**src/rtl/switch_pkg.sv**
```systemverilog
// rtl/switch_pkg.sv - shared types and constants for the switch egress path
package switch_pkg;

  localparam int NUM_PORTS = 4;

  localparam logic [3:0] PORT0_SOURCE = 4'b0001;
  localparam logic [3:0] PORT1_SOURCE = 4'b0010;
  localparam logic [3:0] PORT2_SOURCE = 4'b0100;
  localparam logic [3:0] PORT3_SOURCE = 4'b1000;

  typedef struct packed {
    logic [3:0] src;
    logic [3:0] tgt;
    logic [7:0] data;
  } pkt_t;

  typedef enum logic {
    ST_EMPTY = 1'b0,
    ST_SEND  = 1'b1
  } state_t;

  // Saturating add used by the drop counter; several inputs may drop on one edge.
  function automatic logic [7:0] sat_inc(input logic [7:0] cnt, input logic [7:0] n);
    logic [8:0] sum;
    sum = {1'b0, cnt} + {1'b0, n};
    return sum[8] ? 8'hFF : sum[7:0];
  endfunction

endpackage

```
**src/rtl/switch_egress_port_if.sv**
```systemverilog
// rtl/switch_egress_port_if.sv - ingress monitor and egress handshake bundle
interface switch_egress_port_if #(
  parameter int NUM_PORTS = switch_pkg::NUM_PORTS
);
  logic [NUM_PORTS-1:0]      in_valid;
  logic [NUM_PORTS-1:0][3:0] in_source;
  logic [NUM_PORTS-1:0][3:0] in_target;
  logic [NUM_PORTS-1:0][7:0] in_data;
  logic                      out_valid;
  logic                      out_ready;
  logic [3:0]                out_source;
  logic [3:0]                out_target;
  logic [7:0]                out_data;
  logic [7:0]                drop_count;

  modport master (
    output in_valid, in_source, in_target, in_data, out_ready,
    input  out_valid, out_source, out_target, out_data, drop_count
  );

  modport slave (
    input  in_valid, in_source, in_target, in_data, out_ready,
    output out_valid, out_source, out_target, out_data, drop_count
  );
endinterface

```
**src/rtl/switch_rr_arbiter.sv**
```systemverilog
// rtl/switch_rr_arbiter.sv - round-robin one-hot grant over the occupied holds
module switch_rr_arbiter #(
  parameter int NUM_PORTS = 4
) (
  input  logic                 clk,
  input  logic                 rst_n,
  input  logic [NUM_PORTS-1:0] i_req,
  input  logic                 i_en,
  output logic [NUM_PORTS-1:0] o_grant
);
  localparam int PW = (NUM_PORTS > 1) ? $clog2(NUM_PORTS) : 1;

  logic [PW-1:0] r_ptr;
  logic [PW-1:0] w_idx;
  logic [PW-1:0] w_gidx;
  logic          w_found;

  // Search starts at the pointer so the input after the last winner goes first.
  always_comb begin
    o_grant = '0;
    w_gidx  = '0;
    w_found = 1'b0;
    w_idx   = '0;
    for (int k = 0; k < NUM_PORTS; k++) begin
      w_idx = PW'((int'(r_ptr) + k) % NUM_PORTS);
      if (i_en && !w_found && i_req[w_idx]) begin
        o_grant[w_idx] = 1'b1;
        w_gidx         = w_idx;
        w_found        = 1'b1;
      end
    end
  end

  always_ff @(posedge clk or negedge rst_n) begin
    if (!rst_n) begin
      r_ptr <= '0;
    end else if (w_found) begin
      r_ptr <= (w_gidx == PW'(NUM_PORTS - 1)) ? '0 : w_gidx + PW'(1);
    end
  end
endmodule

```
**src/rtl/switch_egress_port.sv**
```systemverilog
// rtl/switch_egress_port.sv - egress collector: holds, RR arbiter, packet FIFO, output stage
// Optional drop counter enabled by SWITCH_EGRESS_DROP_CNT_EN.
module switch_egress_port
  import switch_pkg::*;
#(
  parameter int PORT_ID    = 0,
  parameter int NUM_PORTS  = switch_pkg::NUM_PORTS,
  parameter int FIFO_DEPTH = 4
) (
  input  logic                 clk,
  input  logic                 rst_n,
  switch_egress_port_if.slave  bus
);
  localparam int AW = $clog2(FIFO_DEPTH);

  logic [NUM_PORTS-1:0] w_hit;
  logic [NUM_PORTS-1:0] w_grant;
  logic [NUM_PORTS-1:0] r_occ;
  pkt_t                 r_hold [NUM_PORTS];
  pkt_t                 w_grant_pkt;
  logic                 w_arb_en;

  pkt_t                 r_mem [FIFO_DEPTH];
  logic [AW:0]          r_wr_ptr;
  logic [AW:0]          r_rd_ptr;
  logic                 w_full;
  logic                 w_empty;
  logic                 w_fifo_wr;

  state_t               r_state;
  state_t               w_state_nxt;
  logic                 w_load;
  pkt_t                 r_out;

  always_comb begin
    w_hit = '0;
    for (int i = 0; i < NUM_PORTS; i++) begin
      w_hit[i] = bus.in_valid[i] && bus.in_target[i][PORT_ID];
    end
  end

  always_comb begin
    w_grant_pkt = '0;
    for (int i = 0; i < NUM_PORTS; i++) begin
      if (w_grant[i]) w_grant_pkt = w_grant_pkt | r_hold[i];
    end
  end

  // A hold granted this edge is free again, so a same-edge hit reloads it instead of dropping.
  always_ff @(posedge clk or negedge rst_n) begin
    if (!rst_n) begin
      r_occ <= '0;
      for (int i = 0; i < NUM_PORTS; i++) r_hold[i] <= '0;
    end else begin
      for (int i = 0; i < NUM_PORTS; i++) begin
        if (w_hit[i] && (!r_occ[i] || w_grant[i])) begin
          r_hold[i] <= {bus.in_source[i], bus.in_target[i], bus.in_data[i]};
          r_occ[i]  <= 1'b1;
        end else if (w_grant[i]) begin
          r_occ[i]  <= 1'b0;
        end
      end
    end
  end

  assign w_arb_en = !w_full;

  switch_rr_arbiter #(
    .NUM_PORTS (NUM_PORTS)
  ) u_arb (
    .clk     (clk),
    .rst_n   (rst_n),
    .i_req   (r_occ),
    .i_en    (w_arb_en),
    .o_grant (w_grant)
  );

  assign w_full    = (r_wr_ptr[AW] != r_rd_ptr[AW]) && (r_wr_ptr[AW-1:0] == r_rd_ptr[AW-1:0]);
  assign w_empty   = (r_wr_ptr == r_rd_ptr);
  assign w_fifo_wr = |w_grant;

  always_ff @(posedge clk) begin
    if (w_fifo_wr) r_mem[r_wr_ptr[AW-1:0]] <= w_grant_pkt;
  end

  always_ff @(posedge clk or negedge rst_n) begin
    if (!rst_n) begin
      r_wr_ptr <= '0;
      r_rd_ptr <= '0;
    end else begin
      if (w_fifo_wr) r_wr_ptr <= r_wr_ptr + 1'b1;
      if (w_load)    r_rd_ptr <= r_rd_ptr + 1'b1;
    end
  end

  always_ff @(posedge clk or negedge rst_n) begin
    if (!rst_n) r_state <= ST_EMPTY;
    else        r_state <= w_state_nxt;
  end

  // Reload on the handshake edge itself keeps the egress stream bubble-free.
  always_comb begin
    w_state_nxt = r_state;
    w_load      = 1'b0;
    case (r_state)
      ST_EMPTY: begin
        if (!w_empty) begin
          w_load      = 1'b1;
          w_state_nxt = ST_SEND;
        end
      end
      ST_SEND: begin
        if (bus.out_ready) begin
          if (!w_empty) w_load = 1'b1;
          else          w_state_nxt = ST_EMPTY;
        end
      end
      default: w_state_nxt = ST_EMPTY;
    endcase
  end

  always_ff @(posedge clk or negedge rst_n) begin
    if (!rst_n)      r_out <= '0;
    else if (w_load) r_out <= r_mem[r_rd_ptr[AW-1:0]];
  end

  assign bus.out_valid  = (r_state == ST_SEND);
  assign bus.out_source = r_out.src;
  assign bus.out_target = r_out.tgt;
  assign bus.out_data   = r_out.data;

`ifdef SWITCH_EGRESS_DROP_CNT_EN
  logic [7:0] w_drop_n;
  logic [7:0] r_drop_cnt;

  always_comb begin
    w_drop_n = '0;
    for (int i = 0; i < NUM_PORTS; i++) begin
      if (w_hit[i] && r_occ[i] && !w_grant[i]) w_drop_n = w_drop_n + 8'd1;
    end
  end

  always_ff @(posedge clk or negedge rst_n) begin
    if (!rst_n) r_drop_cnt <= '0;
    else        r_drop_cnt <= sat_inc(r_drop_cnt, w_drop_n);
  end

  assign bus.drop_count = r_drop_cnt;
`else
  assign bus.drop_count = '0;
`endif
endmodule

```
**src/flat_wrapper.sv**
```systemverilog
// flat-port wrapper written by rule: the top's interface ports become plain ports
module switch_egress_port_flat import switch_pkg::*;
#(
  parameter int PORT_ID    = 0,
  parameter int NUM_PORTS  = switch_pkg::NUM_PORTS,
  parameter int FIFO_DEPTH = 4
)
  (clk, rst_n, bus_in_valid, bus_in_source, bus_in_target, bus_in_data, bus_out_ready, bus_out_valid, bus_out_source, bus_out_target, bus_out_data, bus_drop_count);
  switch_egress_port_if #(.NUM_PORTS(NUM_PORTS)) bus_i ();
  input  logic clk;
  input  logic rst_n;
  input wire logic [$bits(bus_i.in_valid)-1:0] bus_in_valid;
  input wire logic [$bits(bus_i.in_source)-1:0] bus_in_source;
  input wire logic [$bits(bus_i.in_target)-1:0] bus_in_target;
  input wire logic [$bits(bus_i.in_data)-1:0] bus_in_data;
  input wire logic [$bits(bus_i.out_ready)-1:0] bus_out_ready;
  output wire logic [$bits(bus_i.out_valid)-1:0] bus_out_valid;
  output wire logic [$bits(bus_i.out_source)-1:0] bus_out_source;
  output wire logic [$bits(bus_i.out_target)-1:0] bus_out_target;
  output wire logic [$bits(bus_i.out_data)-1:0] bus_out_data;
  output wire logic [$bits(bus_i.drop_count)-1:0] bus_drop_count;
  assign bus_i.in_valid = bus_in_valid;
  assign bus_i.in_source = bus_in_source;
  assign bus_i.in_target = bus_in_target;
  assign bus_i.in_data = bus_in_data;
  assign bus_i.out_ready = bus_out_ready;
  assign bus_out_valid = bus_i.out_valid;
  assign bus_out_source = bus_i.out_source;
  assign bus_out_target = bus_i.out_target;
  assign bus_out_data = bus_i.out_data;
  assign bus_drop_count = bus_i.drop_count;
  switch_egress_port #(.PORT_ID(PORT_ID), .NUM_PORTS(NUM_PORTS), .FIFO_DEPTH(FIFO_DEPTH)) u_core (.clk(clk), .rst_n(rst_n), .bus(bus_i));
endmodule
```
**config.mk**
```make
export PLATFORM = sky130hd
export DESIGN_NAME = switch_egress_port_flat
export DESIGN_NICKNAME = d
export VERILOG_FILES = /design/src/rtl/switch_pkg.sv /design/src/rtl/switch_egress_port_if.sv /design/src/rtl/switch_rr_arbiter.sv /design/src/rtl/switch_egress_port.sv /design/src/flat_wrapper.sv
export SDC_FILE = /design/constraint.sdc
export NUM_CORES = 1
export LEC_CHECK = 0
export ABC_AREA = 0
export ABC_CLOCK_PERIOD_IN_PS = 11200
export BUFFER_PORTS_ARGS = -buffer_cell sky130_fd_sc_hd__buf_4
export CORE_ASPECT_RATIO = 0.9
export CORE_MARGIN = 1
export CORE_UTILIZATION = 60
export DETAILED_ROUTE_END_ITERATION = 7
export PLACE_DENSITY = 0.82
export SYNTH_ARGS = -nofsm -noshare
export SYNTH_HDL_FRONTEND = slang
export SYNTH_HIERARCHICAL = 1
export SYNTH_SLANG_ARGS = --single-unit
```
**constraint.sdc**
```tcl
create_clock -name clk -period 11.2 [get_ports clk]
set_clock_uncertainty 0.05 [all_clocks]
set_input_delay 1.12 -clock clk [delete_from_list [all_inputs] [get_ports clk]]
set_output_delay 1.12 -clock clk [all_outputs]
set_load 0.02 [all_outputs]
```
==> results of run 1 <==
[registers in the layout, summed over array words and instances (netlist names)]
| signal | cells |
|---|---|
| u_core/r_wr_ptr | 3 |
| u_core/bus.out_target | 4 |
| u_core/bus.out_data | 8 |
| u_core/u_arb/r_ptr | 2 |
| u_core/r_hold | 64 |
| u_core/bus.out_valid | 1 |
| u_core/r_occ | 4 |
| u_core/bus.out_source | 4 |
| u_core/r_mem | 64 |
| u_core/r_rd_ptr | 3 |
[worst max path at each step]
stage | endpoint | depth (start not counted)
CTS | u_core/r_hold[59] | 10
global placement | u_core/r_hold[58] | 10
floorplan | u_core/r_mem[3][0] | 12
finish | u_core/r_hold[43] | 10
global route | u_core/r_hold[53] | 10
detailed placement | u_core/r_hold[59] | 10
[per-layer routing]
| metal | GRT usage | routed length (µm) |
|---|---|---|
| met4 | 0.0761 | 174 |
| met1 | 0.350 | 5780 |
| met3 | 0.0810 | 1140 |
| met5 | 0 | 0 |
| met2 | 0.403 | 7090 |
[layout make-up]
type                    count  share of cell area
clock buffers              19              0.0550
clock inverters            13              0.0156
inverters                  14             0.00638
multi-input cells         256               0.299
flip-flops and latches    157               0.516
well taps                 152              0.0231
repair buffers             93              0.0848
[cell usage in the layout, fill, tap and decap left out, types with 5 or more instances in the layout]
| cell type | count |
|---|---|
| buf_4 | 93 |
| dfrtp_1 | 93 |
| mux2_2 | 73 |
| edfxtp_1 | 64 |
| a22oi_1 | 36 |
| nand2_1 | 23 |
| clkbuf_16 | 17 |
| mux4_2 | 15 |
| inv_1 | 14 |
| ha_1 | 12 |
| mux2_4 | 9 |
| nor2_1 | 8 |
| conb_1 | 8 |
| o21ai_0 | 7 |
| nor2b_1 | 5 |
| xor2_1 | 5 |
[metrics by stage]
step,setup WS [ns],cells,util,area (µm²),hold slack (ns)
floorplan,7.32,459,-,6980,0.390
global placement,6.77,672,0.694,7660,0.404
detailed placement,6.62,672,0.694,7660,0.406
CTS,6.57,704,0.746,8240,0.422
global route,6.30,704,0.746,8240,0.445
finish,6.58,704,0.746,8240,0.423
[worst register-to-register path, delay by kind of cell, from the launching register on]
| family | cells | cell delay (ns) |
|---|---|---|
| muxes | 2 | 0.86 |
| and+or+nand+nor | 2 | 0.20 |
| adders and majority gates | 1 | 0.52 |
| DFF | 1 | 0.64 |
| buffers and inverters | 2 | 0.40 |
| AOI/OAI and AO/OA | 3 | 1.84 |
[logic make-up after synthesis]
group	Yosys count
fa+ha+maj	12
flops	157
compound gates	67
buf+inv	46
mux	101
other cells	1
xor+xnor	7
simple gates	61
==> results_dict.tcl, run 1 <==
set metrics [dict create \
    status "complete, no violations" \
    hp-class "flop to flop" \
    syn_avg_cell_area_um2 15.4 \
    first_global_vias 4271 \
    core_area_mm2 0.0110 \
    cts_hold_buffers 0 \
    drive_gt1_frac 0.428 \
    yosys-top-cells-count "93 x dfrtp_1, 73 x mux2_2, 64 x edfxtp_1" \
    seq_area_mm2 0.00425 \
    synth.area.top_cells "dfrtp_1 33%, edfxtp_1 28%, mux2_2 12%" \
    fmax_mhz 216 \
    synth_mux_area_frac 0.199 \
    antenna_cells 0 \
    yosysTopAreaCell "dfrtp_1" \
    crit_type "flop to flop" \
    antenna_found_initial 0 \
    timing.final.crit_period_ns 4.62 \
    path_max_fanout 19 \
    setup_violations 0 \
    r2r_cells 10 \
    hold_end "u_core/r_hold[40]" \
    hold_viol 0 \
    io_pins 96 \
    num_vias 4192 \
    r2r_end "u_core/r_hold[43]" \
    worstPathCellList "inv_1 > ha_1 > mux4_2 > nand2b_4 > nand2_4 > a311oi_2 > a221o_1 > inv_1 > a21oi_2 > mux2_2" \
    worstSetupStartpointType "flop" \
    cts_sinks 157 \
    rsz0062_at_grt "false" \
    crit_arrival_ns 4.86 \
    clock_path_buffers 2 \
    slew_headroom 0.264 \
    grt_usage 0.259 \
    grt_pass1_wl_um 22600 \
    num-fill-cells 666 \
    tightest_slew_ns 1.10 \
    synth_most_common_cell "dfrtp_1" \
    yosysWarnings 6 \
    hold_path_depth 1 \
    synth-seq-area-share 0.611 \
    cpLargestDelayFamily "compound AO/OA/AOI/OAI gates" \
    maxCapViolCount 0 \
    htree_levels 4 \
    dp_hpwl_um 9650 \
    grt_max_degree 73 \
    clk_pin_slew_ns 0.06 \
    cts-resized-gates 0 \
    cts_buffers 17 \
    clock_latency_ns 0.41 \
    routed_wl_um 14200 \
    postRouteAntennaNets 0 \
    hold_path_startpoint "u_core/r_hold[40]" \
    cp.buffers_inverters 2 \
    die_h_um 104 \
    multi_input_area_mm2 0.00247 \
    synth_compound_area_frac 0.0729 \
    yosys.area_share.simple 0.0480 \
    slew_violations 0 \
    placement_rows 36 \
    die_area_mm2 0.0120 \
    cp_slowest_cell "a21oi_2" \
    slowest_delay_ns 0.77 \
    async_reset_ff_frac 0.592 \
    routabilityCongestion 0.872 \
    avgViaCountPerCell 5.95 \
    synth_area_mm2 0.00695 \
    netlist.area_leader.share 0.335 \
    period_share 0.412 \
    synth_seq_cells 157 \
    syn_to_final_growth_pct 18.5 \
    synth_cells 452 \
    cts_root_buf "clkbuf_16" \
    initial_utilization 0.630 \
    synth_top_family_by_area "multiplexers" \
    worstSetupEndpointType "flop" \
    nets 622 \
    startpoint "u_core/u_arb/r_ptr[0]" \
    grt.overflow.total 0 \
    fin_setup_tns_ns 0 \
    required_ns 11.45 \
    post_drt_wl_per_cell_um 20.1 \
    rrSetupSlack_ns 6.58 \
    dr.first_iter.drc_count 300 \
    port_buffers 87 \
    synth_edf_count 64 \
    cts_tree "built" \
    synth_cell_types 51 \
    drc 0 \
    first_pass_iters 4 \
    synth_ff_type "dfrtp_1" \
    cts_setup_buffers 0 \
    die-width_um 115 \
    synth-xor-area-share 0.00882 \
    r2r-start "u_core/u_arb/r_ptr[0]" \
    synthAdderAreaFrac 0.0216 \
    crit_top_cell "inv_1" \
]
Power of run 1 is not shown: default switching activity piles up to over one toggle a cycle in this logic, so the estimate is an artifact.
==> inputs of run 2 (changes only) <==
--- a/config.mk
+++ b/config.mk
@@ -6,13 +6,13 @@
 export NUM_CORES = 1
 export LEC_CHECK = 0
 export ABC_AREA = 0
-export ABC_CLOCK_PERIOD_IN_PS = 11200
+export ABC_CLOCK_PERIOD_IN_PS = 4500
 export BUFFER_PORTS_ARGS = -buffer_cell sky130_fd_sc_hd__buf_4
 export CORE_ASPECT_RATIO = 0.9
 export CORE_MARGIN = 1
-export CORE_UTILIZATION = 60
+export CORE_UTILIZATION = 57
 export DETAILED_ROUTE_END_ITERATION = 7
-export PLACE_DENSITY = 0.82
+export PLACE_DENSITY = 0.78
 export SYNTH_ARGS = -nofsm -noshare
 export SYNTH_HDL_FRONTEND = slang
 export SYNTH_HIERARCHICAL = 1
==> constraint.sdc (replaced) <==
create_clock -name clk -period 4.5 [get_ports clk]
set_clock_uncertainty 0.05 [all_clocks]
set_input_delay 0.45 -clock clk [delete_from_list [all_inputs] [get_ports clk]]
set_output_delay 0.45 -clock clk [all_outputs]
set_load 0.02 [all_outputs]
==> run 2 against run 1 <==
Effect of this change:
- worst hold slack lost 0.37 ns
- sequential share of layout area grew 0.086 points
- final cell count grew 1.6%
- register-to-register slack lost 6.3 ns
- flip-flop and latch count is the same
- maximum frequency grew 11%
- clock-buffer cell count grew 2
- worst setup slack lost 6.3 ns
- non-clock buffer count grew 7
- routed wire length shrank 4.0%
- cell area shrank 0.17%
- utilization shrank 4.2 points
- largest cell class unchanged
==> results_dict.tcl, run 2 (synthesis results as in run 1) <==
set metrics [dict create \
    layout_common_cells "100 x buf_4, 93 x dfrtp_1, 73 x mux2_2" \
    crit_top_cell "inv_1" \
    placement_rows 37 \
    r2r_cells 11 \
    grt_usage 0.236 \
    fin_setup_tns_ns 0 \
    cpLargestDelayFamily "compound AO/OA/AOI/OAI gates" \
    routabilityCongestion 0.923 \
    required_ns 4.74 \
    antenna_cells 0 \
    final_common_cell "buf_4" \
    cp_slowest_cell "a221o_1" \
    dp_hpwl_um 9550 \
    period_share 0.927 \
    rsz0062_at_grt "false" \
    die_h_um 107 \
    worstSetupStartpointType "flop" \
    io_pins 96 \
    hold_viol 0 \
    num_vias 4201 \
    cts_sinks 157 \
    worstPathCellList "inv_1 > ha_1 > mux4_2 > nand2b_4 > nand2_4 > a311oi_2 > a221o_1 > inv_1 > a21oi_2 > buf_4 > mux2_2" \
    worstSetupEndpointType "flop" \
    antenna_found_initial 0 \
    r2r_end "u_core/r_hold[16]" \
    timing.final.crit_period_ns 4.17 \
    clock_latency_ns 0.41 \
    avgViaCountPerCell 5.88 \
    htree_levels 4 \
    port_buffers 87 \
    tightest_slew_ns 1.07 \
    status "complete, no violations" \
    cts_hold_buffers 0 \
    drive_gt1_frac 0.422 \
    core_area_mm2 0.0117 \
    cts_buffers 17 \
    dpl.cell_count 683 \
    first_global_vias 4267 \
    drc 0 \
    slew_headroom 0.285 \
    postRouteAntennaNets 0 \
    cp.buffers_inverters 3 \
    slew_violations 0 \
    routed_wl_um 13600 \
    crit_arrival_ns 4.41 \
    maxCapViolCount 0 \
    first_pass_iters 5 \
    r2r-start "u_core/u_arb/r_ptr[0]" \
    cts-resized-gates 0 \
    path_max_fanout 19 \
    crit_type "flop to flop" \
    fmax_mhz 240 \
    grt_max_degree 59 \
    initial_utilization 0.596 \
    die-width_um 118 \
    slowest_delay_ns 0.70 \
    clock_path_buffers 2 \
    hp-class "input port to asynchronous set/reset pin" \
    layout.cells.non_filler 715 \
    num-fill-cells 774 \
    die_area_mm2 0.0126 \
    syn_to_final_growth_pct 18.3 \
    dr.first_iter.drc_count 274 \
    nets 629 \
    setup_violations 0 \
    post_drt_wl_per_cell_um 19.0 \
    clk_pin_slew_ns 0.06 \
    grt_pass1_wl_um 22300 \
    rrSetupSlack_ns 0.33 \
    cts_setup_buffers 0 \
    cts_tree "built" \
    cts_root_buf "clkbuf_16" \
    grt.overflow.total 0 \
]
==> run 2: cell types whose count changed in the layout (fill, tap and decap cells not counted) <==
| cell | delta |
|---|---|
| clkbuf_8 | -2 |
| clkinvlp_4 | +1 |
| bufinv_16 | -1 |
| buf_4 | +7 |
| inv_4 | -1 |
| inv_8 | -1 |
| clkinv_2 | +1 |
| inv_6 | -2 |
| clkinv_1 | +3 |
| clkinv_4 | -2 |
| clkbuf_1 | +4 |
==> run 2: worst max-delay path by stage <==
stage                     slack (ns)                   from                  to  depth (start not counted)
final                           0.33  u_core/u_arb/r_ptr[0]   u_core/r_hold[16]                         11
after global routing            0.08  u_core/u_arb/r_ptr[0]   u_core/r_hold[16]                         11
after CTS                       0.37  u_core/u_arb/r_ptr[0]   u_core/r_hold[16]                         11
after detailed placement        0.40  u_core/u_arb/r_ptr[0]   u_core/r_hold[26]                         11
after global placement          0.64  u_core/u_arb/r_ptr[0]   u_core/r_hold[22]                         11
after floorplan                 0.62  u_core/u_arb/r_ptr[0]  u_core/r_mem[3][0]                         12
==> run 2: per-layer routing <==
metal  routed length (µm)  vias up  global-route usage
met4                  125        0              0.0841
met3                  900       14              0.0590
met2                 6770      186               0.379
li1                     -     1870                   -
met1                 5820     2131               0.317
met5                    0        -                   0
==> run 2: stage by stage <==
stage               instance area (µm²)  utilization  worst slack (ns)  hold WS (ns)
floorplan                          6980            -             0.622         0.104
global placement                   7710        0.661             0.642         0.403
detailed placement                 7710        0.661             0.401         0.407
CTS                                8220        0.705             0.369        0.0714
global route                       8220        0.705            0.0825         0.102
finish                             8220        0.705             0.327        0.0532
==> run 2: cell type report <==
cell class	instances	area [µm²]	area share
Sequential cell	157	4250	0.517
Multi-Input combinational cell	256	2470	0.300
Timing Repair Buffer	100	751	0.0913
Clock buffer	21	440	0.0536
Tap cell	156	195	0.0237
Clock inverter	11	70.1	0.00852
Inverter	14	52.6	0.00639
==> run 2: worst reg2reg max path: stages, from the launching register on <==
cell and delay [ns]:
dfrtp_1 0.64, inv_1 0.27, ha_1 0.53, mux4_2 0.43, nand2b_4 0.13, nand2_4 0.07
a311oi_2 0.32, a221o_1 0.70, inv_1 0.13, a21oi_2 0.15, buf_4 0.25, mux2_2 0.38
Power of run 2 is left out for the same reason.
